--- config.mk ---
export PLATFORM = sky130hd
export DESIGN_NAME = mbtrain_txselfcal_handshake
export DESIGN_NICKNAME = d
export VERILOG_FILES = /design/src/rtl/mbtrain_txselfcal_handshake.sv
export SDC_FILE = /design/constraint.sdc
export NUM_CORES = 1
export LEC_CHECK = 0
export BUFFER_PORTS_ARGS = -buffer_cell sky130_fd_sc_hd__buf_2
export CORE_MARGIN = 8
export CORE_UTILIZATION = 55
export DETAILED_ROUTE_END_ITERATION = 7
export GPL_ROUTABILITY_DRIVEN = 0
export PLACE_DENSITY = 0.74
export SETUP_SLACK_MARGIN = 0.3
export SYNTH_ARGS = -nofsm -noshare
export SYNTH_HDL_FRONTEND = slang
export SYNTH_SLANG_ARGS = --single-unit
--- constraint.sdc ---
create_clock -name clk -period 4.1 [get_ports clk]
set_clock_uncertainty 0.05 [all_clocks]
set_input_delay 0 -clock clk [delete_from_list [all_inputs] [get_ports clk]]
set_output_delay 0 -clock clk [all_outputs]
set_load 0.02 [all_outputs]
--- src/rtl/mbtrain_txselfcal_handshake.sv ---
// MBTRAIN.TXSELFCAL sideband handshake: an initiator FSM that calibrates the local
// transmitter and a responder FSM that answers the partner, sharing one sideband issue port.
module mbtrain_txselfcal_handshake #(
    parameter int CAL_CYCLES     = 64,
    parameter int TIMEOUT_CYCLES = 4096,
    parameter int CNT_W          = 13
) (
    input  logic       clk,
    input  logic       rst,
    input  logic       i_en,
    input  logic [3:0] i_decoded_sideband_message,
    input  logic       i_sideband_valid,
    input  logic       i_busy,
    output logic [3:0] o_sideband_message,
    output logic       o_valid,
    output logic       o_cal_en,
    output logic       o_test_ack,
    output logic       o_error
);

    localparam logic [3:0] MSG_START_REQ  = 4'd1;
    localparam logic [3:0] MSG_START_RESP = 4'd2;
    localparam logic [3:0] MSG_DONE_REQ   = 4'd3;
    localparam logic [3:0] MSG_DONE_RESP  = 4'd4;

    localparam logic [CNT_W-1:0] CAL_LAST = CNT_W'(CAL_CYCLES - 1);
    localparam logic [CNT_W-1:0] TO_LAST  = CNT_W'(TIMEOUT_CYCLES - 1);
    localparam logic [CNT_W-1:0] CNT_ONE  = CNT_W'(1);

    typedef enum logic [2:0] {
        I_IDLE,
        I_START_REQ,
        I_WAIT_START_RESP,
        I_CAL,
        I_DONE_REQ,
        I_WAIT_DONE_RESP,
        I_DONE
    } init_state_t;

    typedef enum logic [2:0] {
        R_IDLE,
        R_START_RESP,
        R_WAIT_DONE_REQ,
        R_DONE_RESP,
        R_DONE
    } resp_state_t;

    init_state_t      init_state;
    init_state_t      init_next;
    resp_state_t      resp_state;
    resp_state_t      resp_next;

    logic [CNT_W-1:0] cal_cnt;
    logic [CNT_W-1:0] to_cnt;
    logic             error_q;
    logic             valid_q;
    logic [3:0]       msg_q;

    logic             rx_start_req;
    logic             rx_start_resp;
    logic             rx_done_req;
    logic             rx_done_resp;

    logic             init_pend;
    logic [3:0]       init_code;
    logic             resp_pend;
    logic [3:0]       resp_code;
    logic             can_issue;
    logic             init_issue;
    logic             resp_issue;

    logic             to_run;
    logic             timeout_hit;
    logic             freeze;
    logic             state_change;

    // Receive decode: a single valid message is offered to both FSMs at once.
    always_comb begin
        rx_start_req  = i_sideband_valid && (i_decoded_sideband_message == MSG_START_REQ);
        rx_start_resp = i_sideband_valid && (i_decoded_sideband_message == MSG_START_RESP);
        rx_done_req   = i_sideband_valid && (i_decoded_sideband_message == MSG_DONE_REQ);
        rx_done_resp  = i_sideband_valid && (i_decoded_sideband_message == MSG_DONE_RESP);
    end

    // Issue arbitration: the responder wins a tie, and a gap cycle always follows a strobe.
    always_comb begin
        init_pend  = 1'b0;
        init_code  = MSG_START_REQ;
        resp_pend  = 1'b0;
        resp_code  = MSG_START_RESP;

        case (init_state)
            I_START_REQ: begin
                init_pend = 1'b1;
                init_code = MSG_START_REQ;
            end
            I_DONE_REQ: begin
                init_pend = 1'b1;
                init_code = MSG_DONE_REQ;
            end
            default: ;
        endcase

        case (resp_state)
            R_START_RESP: begin
                resp_pend = 1'b1;
                resp_code = MSG_START_RESP;
            end
            R_DONE_RESP: begin
                resp_pend = 1'b1;
                resp_code = MSG_DONE_RESP;
            end
            default: ;
        endcase

        can_issue  = !valid_q && !i_busy && !error_q;
        resp_issue = can_issue && resp_pend;
        init_issue = can_issue && init_pend && !resp_pend;
    end

    // Partner-wait timeout; the responder only waits once our own handshake is underway.
    always_comb begin
        to_run = (init_state == I_WAIT_START_RESP) ||
                 (init_state == I_WAIT_DONE_RESP)  ||
                 (((resp_state == R_IDLE) || (resp_state == R_WAIT_DONE_REQ)) &&
                  (init_state != I_IDLE));
        timeout_hit = to_run && (to_cnt == TO_LAST) && !error_q;
        freeze      = error_q || timeout_hit;
    end

    always_comb begin
        init_next = init_state;
        if (!freeze) begin
            case (init_state)
                I_IDLE:            init_next = I_START_REQ;
                I_START_REQ:       if (init_issue)    init_next = I_WAIT_START_RESP;
                I_WAIT_START_RESP: if (rx_start_resp) init_next = I_CAL;
                I_CAL:             if (cal_cnt == CAL_LAST) init_next = I_DONE_REQ;
                I_DONE_REQ:        if (init_issue)    init_next = I_WAIT_DONE_RESP;
                I_WAIT_DONE_RESP:  if (rx_done_resp)  init_next = I_DONE;
                I_DONE:            init_next = I_DONE;
                default:           init_next = I_IDLE;
            endcase
        end
    end

    always_comb begin
        resp_next = resp_state;
        if (!freeze) begin
            case (resp_state)
                R_IDLE:          if (rx_start_req) resp_next = R_START_RESP;
                R_START_RESP:    if (resp_issue)   resp_next = R_WAIT_DONE_REQ;
                R_WAIT_DONE_REQ: if (rx_done_req)  resp_next = R_DONE_RESP;
                R_DONE_RESP:     if (resp_issue)   resp_next = R_DONE;
                R_DONE:          resp_next = R_DONE;
                default:         resp_next = R_IDLE;
            endcase
        end
    end

    assign state_change = (init_next != init_state) || (resp_next != resp_state);

    always_ff @(posedge clk) begin
        if (rst || !i_en) begin
            init_state <= I_IDLE;
            resp_state <= R_IDLE;
            cal_cnt    <= '0;
            to_cnt     <= '0;
            error_q    <= 1'b0;
            valid_q    <= 1'b0;
            msg_q      <= 4'd0;
        end else begin
            init_state <= init_next;
            resp_state <= resp_next;

            if (init_next != init_state) begin
                cal_cnt <= '0;
            end else if ((init_state == I_CAL) && !freeze) begin
                cal_cnt <= cal_cnt + CNT_ONE;
            end

            if (state_change) begin
                to_cnt <= '0;
            end else if (to_run && !freeze) begin
                to_cnt <= to_cnt + CNT_ONE;
            end

            error_q <= error_q || timeout_hit;
            valid_q <= resp_issue || init_issue;

            // The message register holds its last code between strobes.
            if (resp_issue) begin
                msg_q <= resp_code;
            end else if (init_issue) begin
                msg_q <= init_code;
            end
        end
    end

    assign o_sideband_message = msg_q;
    assign o_valid            = valid_q;
    assign o_cal_en           = (init_state == I_CAL);
    assign o_test_ack         = (init_state == I_DONE) && (resp_state == R_DONE);
    assign o_error            = error_q;

endmodule

* Word level (Yosys, flattened, before mapping) *
Cells that the tools add are included.

word-level totals
  register bits after elaboration = 38
  input bits = 9
  output and inout port bits = 8
  logic and storage cells = 82

cells by class
  add/sub/neg operators = 2
  equal/unequal tests = 18
  mux-type cells = 19
  reduce and logical (&&, ||, !) cells = 36

operators with widths
  cell                                              count
  two-way mux 3 bit                                 12
  adder 13 x 1 -> 13 bit (second input constant)    2
  one-hot mux 3 bit (7 select lines)                1
  logical AND 1 bit                                 15
  one-hot mux 3 bit (5 select lines)                1
  == test 13 x 12 -> 1 bit (second input constant)  1
  == test 13 x 6 -> 1 bit (second input constant)   1
  == test 3 x 2 -> 1 bit (second input constant)    4
  == test 3 bit (second input constant)             4
  == test 4 x 2 -> 1 bit (second input constant)    2
  two-way mux 4 bit                                 2
  OR reduction 2 bit                                4
  logical OR 1 bit                                  7
  == test 3 x 1 -> 1 bit (second input constant)    2
  zero test 1 bit                                   6
  zero test 3 bit                                   2
  != test 3 bit                                     2
  == test 4 x 1 -> 1 bit (second input constant)    1
  == test 4 x 3 -> 1 bit (second input constant)    1
  nonzero test 3 bit                                1
  two-way mux 1 bit                                 2
  two-way mux 2 bit                                 1
  nonzero test 2 bit                                1

* Longest topological paths before layout *
Gate-level depths: netlist of the first run.

  depth after elaboration = 11
  mapped depth = 9
  gate-level depth less buffers = 8

* Worst setup path after synthesis of the first run *
OpenSTA, ideal clock, no wires.

  path kind = reg-to-reg
  start point = register error_q, in the netlist o_error
  end point = register to_cnt[5]
  library setup time = 0.115 ns
  arrival time = 1.788 ns
  required time = 3.935 ns
  slack = 2.147 ns
  cell stages (with the launch flop) = 9
  path buffers = 2
  clock period less this slack = 1.953 ns
  path through = dfxtp_1 buf_4 or3_1 nor3_1 a2111oi_1 a211oi_2 o22a_4 buf_12 nor2_2

between the ends
  cells in the longest elaborated chain, start to end = 10
  elaborated cells on any way between the ends = 21
  those cells by class = eq/ne (2); mux (8); reduce/logical (11)

RTL lines
  what                                  RTL line  source
  start, declared                       55        logic error_q;
  start signal, assigned                188       error_q <= error_q || timeout_hit;
  zero test 1 bit                       116, 127
  logical AND 1 bit                     116       can_issue = !valid_q && !i_busy && !error_q;
  logical AND 1 bit (2 in a row)        118       init_issue = can_issue && init_pend && !resp_pend;
  two-way mux 3 bit (on tied branches)  139, 136
  one-hot mux 3 bit (7 select lines)    134       case (init_state)
  two-way mux 3 bit                     133       if (!freeze) begin
  != test 3 bit                         161       assign state_change = (init_next != init_state) || (resp_next != resp_state);
  logical OR 1 bit                      161
  OR reduction 2 bit (no source line)   -
  end signal, assigned                  185       to_cnt <= to_cnt + CNT_ONE;
  end, declared                         54        logic [CNT_W-1:0] to_cnt;

Several ways; a longest one is shown, not always the timed one.
A chain may end at the register's enable or synchronous reset.

* Worst setup path in the final report of the first run *
  start point = register to_cnt[0]
  end point = register cal_cnt[5]

between the ends
  cells in the longest elaborated chain, start to end = 7
  elaborated cells on any way between the ends = 9
  those cells by class = eq/ne (2); mux (1); reduce/logical (6)

RTL lines
  what                                 RTL line  source
  == test 13 x 12 -> 1 bit *           127       timeout_hit = to_run && (to_cnt == TO_LAST) && !error_q;
  logical AND 1 bit * (2 in a row)     127
  logical OR 1 bit *                   128       freeze = error_q || timeout_hit;
  two-way mux 3 bit                    133
  != test 3 bit                        176       if (init_next != init_state) begin
  OR reduction 2 bit (no source line)  -
  end signal, assigned                 179       cal_cnt <= cal_cnt + CNT_ONE;
  end, declared                        53        logic [CNT_W-1:0] cal_cnt;

Every way passes the cells marked *; elsewhere a longest branch is shown, timed or not.

==> metrics.md, run 1 <==
| Metric | Value |
|---|---|
| Commonest non-fill, non-tap cell in the layout | `dfxtp_1` |
| Number of global-route vias before repair | `approximately 1,600` |
| Critical path startpoint category | `flop` |
| Final #Nets | `between 200 and 300` |
| # Post-CTS Setup Buffers | `0` |
| Post-CTS sizing | `0` |
| Hold crit path type | `in -> reg` |
| IO Port Bufs | `15` |
| WHS | `between 0.06 and 0.07 ns` |
| GR Util met2 | `0.2222` |
| Gr ovfl total | `0` |
| Die Area | `about 6000 um2` |
| Ys async rst share | `0` |
| Initial antenna violation count | `0` |
| Post-synthesis register bit count | `37` |
| Leakage | `~0.7 nW` |
| Most used DFF post-synth | `dfxtp_1` |
| Setup CP Type | `reg -> reg` |
| Worst rel slew slack | `0.4188` |
| Setup TNS | `0 ns` |
| Via density | `approximately 5.5` |
| Crit-path most repeated cell | `nor2_1` |
| Final wirelength | `just over 4000 um` |
| Largest net degree at the start of global routing | `16` |
| CTS root buffer | `clkbuf_8` |
| Residual DRC | `0` |
| # diodes | `0` |
| Reg clk slew, reported paths | `around 0.070 ns` |
| Fmax | `447.4 MHz` |
| RSZ-0062 raised after global routing | `no` |
| Top cells by area, synth | `dfxtp_1 35%, xnor2_1 8.0%, nor2_1 6.5%` |
| TritonCTS Sinks | `37` |
| Cell family with most CP delay | `simple AND/OR/NAND/NOR gates` |
| Worst-Skew Late Latency | `slightly below 0.3 ns` |
| Status | `complete, no violations` |
| Post-synth EDFFs | `0` |
| Critical Path AT | `2.35 ns` |
| H-tree depth | `2` |
| # hold bufs at CTS | `0` |
| Post-Syn Instances | `250` |
| Element type at the critical path end | `flop` |
| CP Max Fanout | `13` |
| Peak per-stage delay on the critical path | `about 0.35 ns` |
| CTS Buf Count | `5` |
| Dpl ws | `approximately 1.9 ns` |
| Initial DRT Pass Iterations | `4` |
| Core Box Area | `around 3700 um2` |
| Met1 usage | `0.1754` |
| CP Buf/Inv Count | `0` |
| # setup viols final | `0` |
| Met3 GRT Util | `0.04263` |
| Part of the cycle the worst path needs | `0.5452` |
| Die width | `slightly below 80 um` |
| Initial Util | `0.5711` |
| Initial DRC Count | `roughly 170` |
| Synth top area share | `0.3543` |
| Post-DP HPWL | `roughly 2900 um` |
| Worst vdd ir | `approximately 0.19 mV` |
| Filler cell count | `330` |
| # rows | `22` |
| Critical-path cell list | `ha_1, and3_1, and4bb_2, o21a_2, nor2_1, a21o_2, nor2_1` |
| Area growth from synthesis to layout | `5.446%` |
| Cell variety after synth | `55` |
| Cell taking the most area after synthesis | `dfxtp_1` |
| Post-route setup slack | `between 1.5 and 2 ns` |
| Share of post-route cells with drive strength above 1 | `0.1731` |
| Tot Pwr | `between 0.6 and 0.7 mW` |
| Vias | `between 1,500 and 2,000` |
| DIE HEIGHT | `77.66 um` |
| Slowest CP cell | `a21o_2` |
| Avg Inst Size Synth | `approximately 8.4 um2` |
| Max capacitance violation total | `0` |
| Final hold violations | `0` |
| All-Layer GR Usage | `0.1432` |
| Slew @ Worst Pin | `roughly 0.87 ns` |
| Critical path required time | `around 4.2 ns` |
| Antenna viol nets, final | `0` |
| Netlist Area Pre-Place | `between 2000 and 2500 um2` |
| First-pass GRT wire length | `around 7200 um` |
| I/O pin cnt | `17` |
| Seq/Total Area, Yosys | `0.3543` |
| Max-slew violation count | `0` |
| WL/cell | `around 13 um` |
| Final min period | `~2.2 ns` |
| Cell Area, Placed | `2125 um2` |
| CTS tree | `yes` |
| Power Dens Cells | `290.5 nW/um2` |
| Commonest non-fill, non-tap cells in the layout | `37 x dfxtp_1, 36 x nor2_1, 19 x nand2_1, 19 x xnor2_1, 15 x buf_2` |
| Yosys warns | `0` |
| Grt peak-use layer | `met2` |
| Syn_nets | `about 260` |
| Final instance area | `2205 um2` |
| Clk buf depth | `2` |
[power by group]
part	total, mW	switching [mW]	leakage [nW]	internal (mW)
clock	0.243	0.122	0.0395	0.121
combinational	0.0340	0.0212	0.369	0.0128
sequential	0.363	0.00274	0.298	0.361
total	0.640	0.146	0.706	0.494
[state kept, by name, indices dropped and copies added (netlist names)]
name                cells
cal_cnt                13
to_cnt                 13
init_state              3
o_sideband_message      3
resp_state              3
o_error                 1
o_valid                 1
[worst register-to-register path, stage by stage, from the launching register on]
cell	delay, ns
dfxtp_1	0.34
ha_1	0.24
and3_1	0.20
and4bb_2	0.33
o21a_2	0.20
nor2_1	0.32
a21o_2	0.35
nor2_1	0.08
[metal layers]
metal  share of wire  wire length [um]  vias to the layer above
met5               0                 0                        -
met4           0.014                57                        0
met3           0.043               177                        5
met2            0.44              1805                       25
met1            0.50              2072                      767
li1                -                 -                      894
[path summary, 6_finish.rpt]
path / start / end / slack (ns) / cells after the start
setup reg to reg: to_cnt[0] / cal_cnt[5] / 1.86 / 7
hold / removal: i_decoded_sideband_message[3] / resp_state[0] / 0.06 / 4
setup / recovery: to_cnt[0] / cal_cnt[5] / 1.86 / 7
hold reg to reg: to_cnt[12] / to_cnt[12] / 0.41 / 2
[stage by stage]
step,instances,utilization
after floorplan,250,-
after global placement,300,0.5803
after global routing,308,0.6022
after detailed placement,300,0.5803
final,308,0.6022
after CTS,308,0.6022
[cells in the mapped netlist (all sizes together), types with 2 or more instances]
| cell type | number |
|---|---|
| a211oi | 2 |
| a21o | 3 |
| a21oi | 8 |
| a22oi | 3 |
| and3 | 3 |
| and4 | 2 |
| buf | 9 |
| clkbuf | 4 |
| dfxtp | 37 |
| ha | 2 |
| inv | 4 |
| nand2 | 19 |
| nand2b | 4 |
| nand3 | 11 |
| nand4 | 6 |
| nor2 | 47 |
| nor2b | 2 |
| nor3 | 12 |
| nor3b | 3 |
| nor4 | 9 |
| nor4bb | 2 |
| o21a | 2 |
| o21ai | 7 |
| or3 | 6 |
| xnor2 | 19 |
| xor2 | 6 |
[area by class of cell]
| cell class | count | area, um2 | area share |
|---|---|---|---|
| multi-input combinational | 196 | 1234 | 0.5596 |
| inverter | 4 | 15.01 | 0.006810 |
| sequential | 37 | 740.7 | 0.3360 |
| timing repair buffer | 15 | 75.07 | 0.03405 |
| clock buffer | 8 | 80.08 | 0.03632 |
| tap | 48 | 60.06 | 0.02724 |
[kinds of logic (layout without fill, tap and decap cells)]
family | after synthesis | after routing | share of synthesized area
multiplexers | 1 | 1 | 0.005386
AO/OA/AOI/OAI | 34 | 34 | 0.1191
buffers and inverters | 17 | 27 | 0.05565
other | 1 | 1 | 0.001794
XOR/XNOR | 25 | 25 | 0.1047
AND/OR/NAND/NOR | 133 | 133 | 0.3471
adder cells (fa/ha/maj) | 2 | 2 | 0.01197
flip-flops | 37 | 37 | 0.3543
Note: power is estimated with default switching activity, not from simulation.
==> run 2, diff against run 1 <==
- CORE_UTILIZATION: 55 -> 53
- PLACE_DENSITY: 0.74 -> 0.75
- clock period: 4.1 -> 1.9 ns (I/O delays scaled with it)
==> metrics.md, run 2 (synthesis results as in run 1) <==
| Metric | Value |
|---|---|
| Area growth from synthesis to layout | `37.04% (was 5.446%)` |
| # rows | `23 (was 22)` |
| Stages on worst setup path | `7 (unchanged)` |
| Dpl ws | `-0.03296 ns (was 1.879 ns)` |
| R2r endpoint | `to_cnt[0] (was cal_cnt[5])` |
| Critical Path End | `to_cnt[0] (was cal_cnt[5])` |
| Largest registers | `cal_cnt: 13 flops, to_cnt: 13 flops (unchanged)` |
| Cell family with most CP delay | `simple AND/OR/NAND/NOR gates (unchanged)` |
| Met2 Wirelength | `2931 um (was 1805 um)` |
| RR Startpoint | `cal_cnt[12] (was to_cnt[0])` |
| Final #Nets | `311 (was 270)` |
| Top sig layer | `met4 (unchanged)` |
| Reg clk slew, reported paths | `0.08 ns (was 0.07 ns)` |
| Leakage | `0.9715 nW (was 0.7062 nW)` |
| Final hold violations | `0 (unchanged)` |
| Final instance area | `2865 um2 (was 2205 um2)` |
| Antenna viol nets, final | `0 (unchanged)` |
| Via density | `5.843 (was 5.490)` |
| # setup viols final | `26 (was 0)` |
| WL/cell | `16.49 um (was 13.35 um)` |
| Post-DP HPWL | `3342 um (was 2929 um)` |
| I/O pin cnt | `17 (unchanged)` |
| Critical-path cell list | `or4_4, nor4_4, nor2_2, a211oi_4, buf_6, o22a_4, nor2_1 (was ha_1, and3_1, and4bb_2, o21a_2, nor2_1, a21o_2, nor2_1)` |
| Power Dens Cells | `531.9 nW/um2 (was 290.5 nW/um2)` |
| WHS | `0.03379 ns (was 0.06291 ns)` |
| Worst-Skew Late Latency | `0.29 ns (about the same)` |
| Critical path startpoint category | `flop (unchanged)` |
| RSZ-0062 raised after global routing | `yes (was no)` |
| All-Layer GR Usage | `0.1843 (was 0.1432)` |
| Initial Util | `0.5382 (was 0.5711)` |
| Final wirelength | `5788 um (was 4112 um)` |
| Element type at the critical path end | `flop (unchanged)` |
| Critical path required time | `2.03 ns (was 4.21 ns)` |
| Residual DRC | `0 (unchanged)` |
| Share of post-route cells with drive strength above 1 | `0.4452 (was 0.1731)` |
| Max capacitance violation total | `0 (unchanged)` |
| Max-slew violation count | `0 (unchanged)` |
| CTS root buffer | `clkbuf_8 (unchanged)` |
| Gr ovfl total | `0 (unchanged)` |
| # hold bufs at CTS | `0 (unchanged)` |
| Met3 Wirelength | `321 um (was 177 um)` |
| Slowest CP cell | `or4_4 (was a21o_2)` |
| Final min period | `1.984 ns (was 2.235 ns)` |
| Post-route setup slack | `-0.08379 ns (was 1.865 ns)` |
| Clk buf depth | `2 (unchanged)` |
| First-pass GRT wire length | `9266 um (was 7155 um)` |
| Setup CP Type | `reg -> reg (unchanged)` |
| Initial DRC Count | `178 (was 172)` |
| Critical Path AT | `2.11 ns (was 2.35 ns)` |
| R2r setup slk | `-0.08 ns (was 1.86 ns)` |
| CTS Buf Count | `5 (unchanged)` |
| TritonCTS Sinks | `37 (unchanged)` |
| Commonest non-fill, non-tap cells in the layout | `35 x buf_4, 30 x nor2_1, 27 x dfxtp_1, 19 x xnor2_1, 17 x nand2_1 (was 37 x dfxtp_1, 36 x nor2_1, 19 x nand2_1, 19 x xnor2_1, 15 x buf_2)` |
| Initial DRT Pass Iterations | `4 (unchanged)` |
| Vias | `2,051 (was 1,691)` |
| CP Buf/Inv Count | `1 (was 0)` |
| IO Port Bufs | `15 (unchanged)` |
| Initial antenna violation count | `0 (unchanged)` |
| Failing checks | `negative setup slack` |
| Number of global-route vias before repair | `2,050 (was 1,622)` |
| CP Max Fanout | `7 (was 13)` |
| Die Area | `6210 um2 (was 6030 um2)` |
| Hold crit path type | `in -> reg (unchanged)` |
| Worst R2R Path Depth | `7 (unchanged)` |
| Status | `finished, violations left (was complete, no violations)` |
| Peak per-stage delay on the critical path | `0.54 ns (was 0.35 ns)` |
| Commonest non-fill, non-tap cell in the layout | `buf_4 (was dfxtp_1)` |
| # diodes | `0 (unchanged)` |
| Worst vdd ir | `0.3942 mV (was 0.1899 mV)` |
| DIE HEIGHT | `78.81 um (was 77.66 um)` |
| CTS tree | `yes (unchanged)` |
| Part of the cycle the worst path needs | `1.044 (was 0.5452)` |
| H-tree depth | `2 (unchanged)` |
| Core Box Area | `3885 um2 (was 3661 um2)` |
| Largest net degree at the start of global routing | `16 (unchanged)` |
| Die width | `78.81 um (was 77.66 um)` |
| Cell Area, Placed | `2454 um2 (was 2125 um2)` |
| Metal-1 WL | `2341 um (was 2072 um)` |
| Crit path from | `cal_cnt[12] (was to_cnt[0])` |
| Fmax | `504.1 MHz (was 447.4 MHz)` |
run 2: how the worst min path moves through the flow:
stage | to | cells after the start | slack [ns] | start
2_1_floorplan | resp_state[0] | 3 | 0.16 | i_decoded_sideband_message[1]
3_3_place_gp | resp_state[0] | 4 | 0.35 | i_decoded_sideband_message[1]
3_5_place_dp | resp_state[0] | 4 | 0.35 | i_decoded_sideband_message[1]
4_1_cts | resp_state[0] | 4 | 0.04 | i_decoded_sideband_message[1]
5_1_grt | resp_state[0] | 4 | 0.03 | i_decoded_sideband_message[1]
6_report | resp_state[0] | 4 | 0.03 | i_decoded_sideband_message[1]
run 2: stage by stage:
stage	power [mW]	util	setup TNS, ns	std cells
floorplan	0.8626	-	0	250
global placement	0.8940	0.6316	0	330
detailed placement	0.8959	0.6316	-0.2201	330
CTS	1.516	0.7060	0	347
global route	1.583	0.7375	-2.457	351
finish	1.524	0.7375	-1.410	351
run 2: where the power goes:
group / total [mW] / internal [mW] / switching, mW
Sequential: 0.779 / 0.775 / 0.00349
Clock: 0.610 / 0.328 / 0.282
Combinational: 0.136 / 0.0607 / 0.0750
Total: 1.52 / 1.16 / 0.360
run 2: worst reg2reg max path: stages, from the launching register on:
cell and delay (ns):
dfxtp_2 0.32, or4_4 0.54, nor4_4 0.19, nor2_2 0.10, a211oi_4 0.24, buf_6 0.16, o22a_4 0.20, nor2_1 0.06
run 2: repair_timing:
action                                  in CTS  in global routing
endpoints found under the setup margin      33                 36
pin swaps                                   15                 21
gates cloned                                 2                  0
setup buffers                                7                  4
resized for setup                           25                 25
run 2: metal layers:
layer  global-route usage  up-vias
li1                     -      982
met1               0.1987      971
met2               0.3223       74
met3              0.04740       24
met4               0.1019        0
met5                    0        -
run 2: area by class of cell:
| type | instances | area [um2] |
|---|---|---|
| repair buffers | 54 | 397.9 |
| flip-flops and latches | 37 | 758.2 |
| fillers | 273 | 1020 |
| clock inverters | 1 | 5.005 |
| well taps | 50 | 62.56 |
| clock buffers | 7 | 96.34 |
| multi-input cells | 198 | 1530 |
| inverters | 4 | 15.01 |
